--- config.mk ---
export PLATFORM = sky130hd
export DESIGN_NAME = clk_div_cfg_ctrl
export DESIGN_NICKNAME = d
export VERILOG_FILES = /design/src/rtl/clk_div_cfg_ctrl.sv
export SDC_FILE = /design/constraint.sdc
export NUM_CORES = 1
export LEC_CHECK = 0
export ABC_AREA = 1
export BUFFER_PORTS_ARGS = -buffer_cell sky130_fd_sc_hd__buf_2
export CORE_MARGIN = 2
export CORE_UTILIZATION = 51
export DETAILED_ROUTE_END_ITERATION = 6
export GPL_TIMING_DRIVEN = 0
export PLACE_DENSITY = 0.72
export SLEW_MARGIN = 25
export SYNTH_ARGS = -nofsm -noshare
export SYNTH_HDL_FRONTEND = slang
export SYNTH_SLANG_ARGS = --single-unit
--- constraint.sdc ---
create_clock -name ref_clk -period 2.65 [get_ports ref_clk]
set_input_delay 0.53 -clock ref_clk [delete_from_list [all_inputs] [get_ports ref_clk]]
set_output_delay 0.53 -clock ref_clk [all_outputs]
set_load 0.005 [all_outputs]
--- src/rtl/clk_div_cfg_ctrl.sv ---
// Clock-divider configuration controller: arbitrates two ratio-change requesters and sequences
// bypass, load, re-enable and lock confirmation. Define CLK_DIV_CTRL_RR_EN for round-robin arbitration.
module clk_div_cfg_ctrl #(
  parameter int unsigned DIV_W         = 4,
  parameter int unsigned SETTLE_CYCLES = 4,
  parameter int unsigned LOCK_EDGES    = 2,
  parameter int unsigned LOCK_TIMEOUT  = 64
) (
  input  logic             ref_clk,
  input  logic             reset,
  input  logic [1:0]       req,
  input  logic [DIV_W-1:0] req_ratio0,
  input  logic [DIV_W-1:0] req_ratio1,
  output logic [1:0]       ack,
  output logic             err,
  output logic             busy,
  output logic             locked,
  output logic             div_enable,
  output logic [DIV_W-1:0] div_ratio,
  input  logic             div_clk_mon
);

  localparam int unsigned SET_W  = $clog2(SETTLE_CYCLES + 1);
  localparam int unsigned EDGE_W = $clog2(LOCK_EDGES + 1);
  localparam int unsigned TO_W   = $clog2(LOCK_TIMEOUT + 1);

  typedef enum logic [2:0] {
    S_IDLE, S_GRANT, S_STOP, S_LOAD, S_START, S_DONE
  } state_t;

  state_t            state, state_nxt;
  logic              idx, idx_nxt;
  logic [DIV_W-1:0]  lat_ratio, lat_ratio_nxt;
  logic [SET_W-1:0]  set_cnt, set_cnt_nxt;
  logic [EDGE_W-1:0] edge_cnt, edge_cnt_nxt;
  logic [TO_W-1:0]   to_cnt, to_cnt_nxt;
  logic [1:0]        ack_nxt;
  logic              err_nxt, busy_nxt, locked_nxt, en_nxt;
  logic [DIV_W-1:0]  ratio_nxt;
  logic              mon_s1, mon_s2, mon_s3, mon_rise_c;
  logic              win_c;
  logic [DIV_W-1:0]  win_ratio_c;

  function automatic logic [1:0] onehot(input logic i);
    return i ? 2'b10 : 2'b01;
  endfunction

`ifdef CLK_DIV_CTRL_RR_EN
  // Round-robin: the requester after the pointer wins; pointer follows the winner.
  logic rr_ptr;

  always_ff @(posedge ref_clk or negedge reset) begin
    if (!reset) begin
      rr_ptr <= 1'b1;
    end else if (state == S_IDLE && req != 2'b00) begin
      rr_ptr <= win_c;
    end
  end

  always_comb begin
    win_c = rr_ptr ? ~req[0] : req[1];
  end
`else
  // Fixed priority: requester 0 always wins.
  always_comb begin
    win_c = ~req[0];
  end
`endif

  always_comb begin
    win_ratio_c = win_c ? req_ratio1 : req_ratio0;
  end

  // Fed-back divided clock: two-flop synchronizer plus edge-detect flop.
  always_ff @(posedge ref_clk or negedge reset) begin
    if (!reset) begin
      mon_s1 <= 1'b0;
      mon_s2 <= 1'b0;
      mon_s3 <= 1'b0;
    end else begin
      mon_s1 <= div_clk_mon;
      mon_s2 <= mon_s1;
      mon_s3 <= mon_s2;
    end
  end

  always_comb begin
    mon_rise_c = mon_s2 & ~mon_s3;
  end

  always_ff @(posedge ref_clk or negedge reset) begin
    if (!reset) begin
      state      <= S_IDLE;
      idx        <= 1'b0;
      lat_ratio  <= '0;
      set_cnt    <= '0;
      edge_cnt   <= '0;
      to_cnt     <= '0;
      ack        <= '0;
      err        <= 1'b0;
      busy       <= 1'b0;
      locked     <= 1'b0;
      div_enable <= 1'b0;
      div_ratio  <= '0;
    end else begin
      state      <= state_nxt;
      idx        <= idx_nxt;
      lat_ratio  <= lat_ratio_nxt;
      set_cnt    <= set_cnt_nxt;
      edge_cnt   <= edge_cnt_nxt;
      to_cnt     <= to_cnt_nxt;
      ack        <= ack_nxt;
      err        <= err_nxt;
      busy       <= busy_nxt;
      locked     <= locked_nxt;
      div_enable <= en_nxt;
      div_ratio  <= ratio_nxt;
    end
  end

  // Next state and next registered outputs; outputs take effect on entry to the next state.
  always_comb begin
    state_nxt     = state;
    idx_nxt       = idx;
    lat_ratio_nxt = lat_ratio;
    set_cnt_nxt   = set_cnt;
    edge_cnt_nxt  = edge_cnt;
    to_cnt_nxt    = to_cnt;
    ack_nxt       = 2'b00;
    err_nxt       = err;
    locked_nxt    = locked;
    en_nxt        = div_enable;
    ratio_nxt     = div_ratio;

    unique case (state)
      S_IDLE: begin
        if (req != 2'b00) begin
          idx_nxt       = win_c;
          lat_ratio_nxt = win_ratio_c;
          if (win_ratio_c == div_ratio) begin
            locked_nxt = 1'b1;
            err_nxt    = 1'b0;
            ack_nxt    = onehot(win_c);
            state_nxt  = S_DONE;
          end else begin
            state_nxt = S_GRANT;
          end
        end
      end
      S_GRANT: begin
        err_nxt     = 1'b0;
        locked_nxt  = 1'b0;
        en_nxt      = 1'b0;
        set_cnt_nxt = '0;
        state_nxt   = S_STOP;
      end
      S_STOP: begin
        set_cnt_nxt = set_cnt + SET_W'(1);
        if (set_cnt == SET_W'(SETTLE_CYCLES - 1)) begin
          state_nxt = S_LOAD;
        end
      end
      S_LOAD: begin
        ratio_nxt    = lat_ratio;
        edge_cnt_nxt = '0;
        to_cnt_nxt   = '0;
        if (lat_ratio < DIV_W'(2)) begin
          locked_nxt = 1'b1;
          ack_nxt    = onehot(idx);
          state_nxt  = S_DONE;
        end else begin
          en_nxt    = 1'b1;
          state_nxt = S_START;
        end
      end
      S_START: begin
        to_cnt_nxt = to_cnt + TO_W'(1);
        if (mon_rise_c) begin
          edge_cnt_nxt = edge_cnt + EDGE_W'(1);
        end
        if (mon_rise_c && edge_cnt == EDGE_W'(LOCK_EDGES - 1)) begin
          locked_nxt = 1'b1;
          ack_nxt    = onehot(idx);
          state_nxt  = S_DONE;
        end else if (to_cnt == TO_W'(LOCK_TIMEOUT - 1)) begin
          err_nxt    = 1'b1;
          locked_nxt = 1'b0;
          ack_nxt    = onehot(idx);
          state_nxt  = S_DONE;
        end
      end
      S_DONE: begin
        state_nxt = S_IDLE;
      end
      default: begin
        state_nxt = S_IDLE;
      end
    endcase

    busy_nxt = (state_nxt != S_IDLE);
  end

endmodule
==> metrics <==
clock latency on the worst-skew pair approximately 330 ps; worst slack after detailed placement between 1000 and 1500 ps; number of failing setup endpoints in the final timing report 0; path depth of the worst reg2reg path 10; aggregate negative setup slack 0 ps; initial core utilization 0.549; final instance count without filler cells roughly 280; worst endpoint required time approximately 2900 ps; synthesized instance count 205; number of primary I/O pins 23; Final Slew Violations 0; capturing element type of the critical path flip-flop; crit path max fanout 5; count of max-cap constraint violations 0; launching element type of the critical path flip-flop; top cell type by total area after synthesis dfrtp_1; critical register-to-register path startpoint to_cnt[0]$_DFFE_PN0P_; Filler cells 290; Reg-to-Reg End locked$_DFFE_PN0P_; combined flip-flop and latch cell area between 800 and 900 µm²; fraction of final layout cells sized beyond drive strength 1 0.245; worst slew margin relative to its limit 0.534; area of the core 0.00310 mm²; Worst Skew 11.4 ps; area added between synthesis and finish 12.6%; number of global-route vias before repair about 1200; PnR Total Power ~0.0018 W; multi-input gate area in the final layout 736 µm²; clock buffer count from CTS 5; number of antenna diodes 0; detailed-routing iteration count for the pre-antenna-repair pass 4; worst-case setup margin in the final layout 1150 ps; largest net degree at the start of global routing 34; average cell area after synthesis 8.31 µm²; quantity of I/O buffers inserted on ports 21; global-route usage over all layers 0.189; netlist area before placement 0.00170 mm²; wire per inst approximately 11 µm; count of different cell masters after synthesis 25; Yosys warning count 0; nets 250; Critical Path AT 1720 ps; wire length after detailed routing 2.99 mm; Pleak 0.978 nW; deepest level of the CTS H-tree 2; result of the run completed; Min-Delay Path Class in -> async; die boundary width 61.8 µm; number of DRC violations after detailed-routing iteration 0 a little under 60; antenna viol nets, final 0; unrepaired setup endpoints after global routing no; DR DRC count 0; worst-case register-to-register setup slack 1150 ps; critical path start-end classification reg -> reg; row count 20; CTS Root Cell clkbuf_4; Post-Place Cells 270; total nets after synthesis 222; Seq cells post-synth 33; Num Clock Sinks 33; postcts setup bufs 0; number of vias after detailed routing 1357; proportion of synthesized chip area in sequential cells 0.485; final hold violation count 0; worst hold-check slack 234 ps; # hold bufs at CTS 0; clock tree from TritonCTS yes; clock tree buffer depth 2; overall die height 61.8 µm; main area contributors after synthesis dfrtp_1, nand2_1, o21ai_0; clock-pin slew of the registers on the worst-case setup and hold paths roughly 100 ps; dpl hpwl 2.27 mm; worst voltage drop across the vdd grid 0.000482 V; total power per unit cell area roughly 930 mW/mm²; number of antenna violations at the first check in global routing 0; number of vias per cell 4.90; post_cts resized 0; highest attainable clock frequency 668 MHz; die area 0.00382 mm²; Final Critical Period between 1000 and 1500 ps; share of the clock period used by the worst path 0.565; top cell type's share of synthesized area 0.485; Overflow after GRT 0; slew at the pin closest to its max-slew limit 700 ps; first-pass GRT wire length ~5.2 mm; Final GP Congestion approximately 0.91
## power breakdown
group	switching (W)	internal (W)
Sequential	0.000118	0.000670
Clock	0.000154	0.000125
Combinational	0.000445	0.000274
## placed cells by master, fill, tap and decap left out, types with 2 or more instances in the layout
cell type,count
a22o_1,2
nor2_4,3
dfrtp_1,33
nor2_2,3
buf_2,22
inv_4,2
inv_1,24
o21ai_0,22
ha_1,4
clkbuf_4,5
nand3_1,17
nand3_4,2
nand2_2,7
nand2_1,55
o22ai_1,2
nor2_1,11
a21oi_1,3
inv_2,6
## metal layers
metal / wire (µm) / global-route usage / part of all wire
met2: 1270 / 0.289 / 0.43
met4: 47 / 0.0638 / 0.016
met5: 0 / 0 / 0
met3: 123 / 0.0621 / 0.041
met1: 1550 / 0.253 / 0.52
## kinds of logic after synthesis
logic type | count (synthesis) | share of synthesized area
buffers and inverters | 34 | 0.0830
adders and majority gates | 4 | 0.0294
DFF | 33 | 0.485
and+or+nand+nor | 103 | 0.302
AOI/OAI and AO/OA | 31 | 0.101
## critical path, stage by stage (launching register included)
cell,delay (ps)
dfrtp_1,420
ha_1,210
nand2_2,80
nor2_4,130
nand2_1,70
nand2_1,70
nand2_1,50
a21oi_1,180
nand2_1,80
nand2_1,50
nand2_1,40
## worst max-delay path by stage
stage                                from                  to  slack (ps)  cells past startpoint
floorplan                          req[0]  locked$_DFFE_PN0P_        1240                     11
detailed placement                 req[0]  locked$_DFFE_PN0P_        1100                     11
finish              to_cnt[0]$_DFFE_PN0P_  locked$_DFFE_PN0P_        1150                     10
CTS                 to_cnt[0]$_DFFE_PN0P_  locked$_DFFE_PN0P_        1150                     10
global placement                   req[0]  locked$_DFFE_PN0P_        1100                     11
global route        to_cnt[0]$_DFFE_PN0P_  locked$_DFFE_PN0P_        1010                     10
## per-stage QoR
step	cell area, µm²	utilization
3_3_place_gp	1860	0.600
3_5_place_dp	1860	0.600
2_1_floorplan	1700	-
6_report	1920	0.618
5_1_grt	1920	0.618
4_1_cts	1920	0.618
## synth_stat cells
| library cell | n |
|---|---|
| inv_4 | 2 |
| nand3_2 | 1 |
| nand4_1 | 1 |
| nor2_4 | 3 |
| nor2_1 | 11 |
| buf_6 | 1 |
| inv_1 | 24 |
| inv_2 | 6 |
| nand4_2 | 1 |
| nand2_2 | 7 |
| o31ai_1 | 1 |
| o22ai_1 | 2 |
| nor3_2 | 1 |
| a21oi_2 | 1 |
| a22o_1 | 2 |
| nand2_1 | 55 |
| dfrtp_1 | 33 |
| a21oi_1 | 3 |
| nand3_1 | 17 |
| nor2_2 | 3 |
| ha_1 | 4 |
| nand2_4 | 1 |
| nand3_4 | 2 |
| buf_2 | 1 |
| o21ai_0 | 22 |
## flip-flops by register name, indices dropped and copies added (netlist names)
register and cells:
div_ratio 4, div_enable 1, mon_s2 1, busy 1
lat_ratio 4, idx 1, locked 1, state 3
edge_cnt 2, to_cnt 7, err 1, mon_s3 1
mon_s1 1, set_cnt 3, ack 2
## cell type report
cell class                      instances  share of cell area
Inverter                               32              0.0652
Tap cell                               44              0.0287
Clock buffer                            7              0.0287
Multi-Input combinational cell        138               0.384
Sequential cell                        33               0.431
Timing Repair Buffer                   21              0.0548
Buffer                                  2             0.00848
No activity file was read; power rests on OpenSTA's default activity.
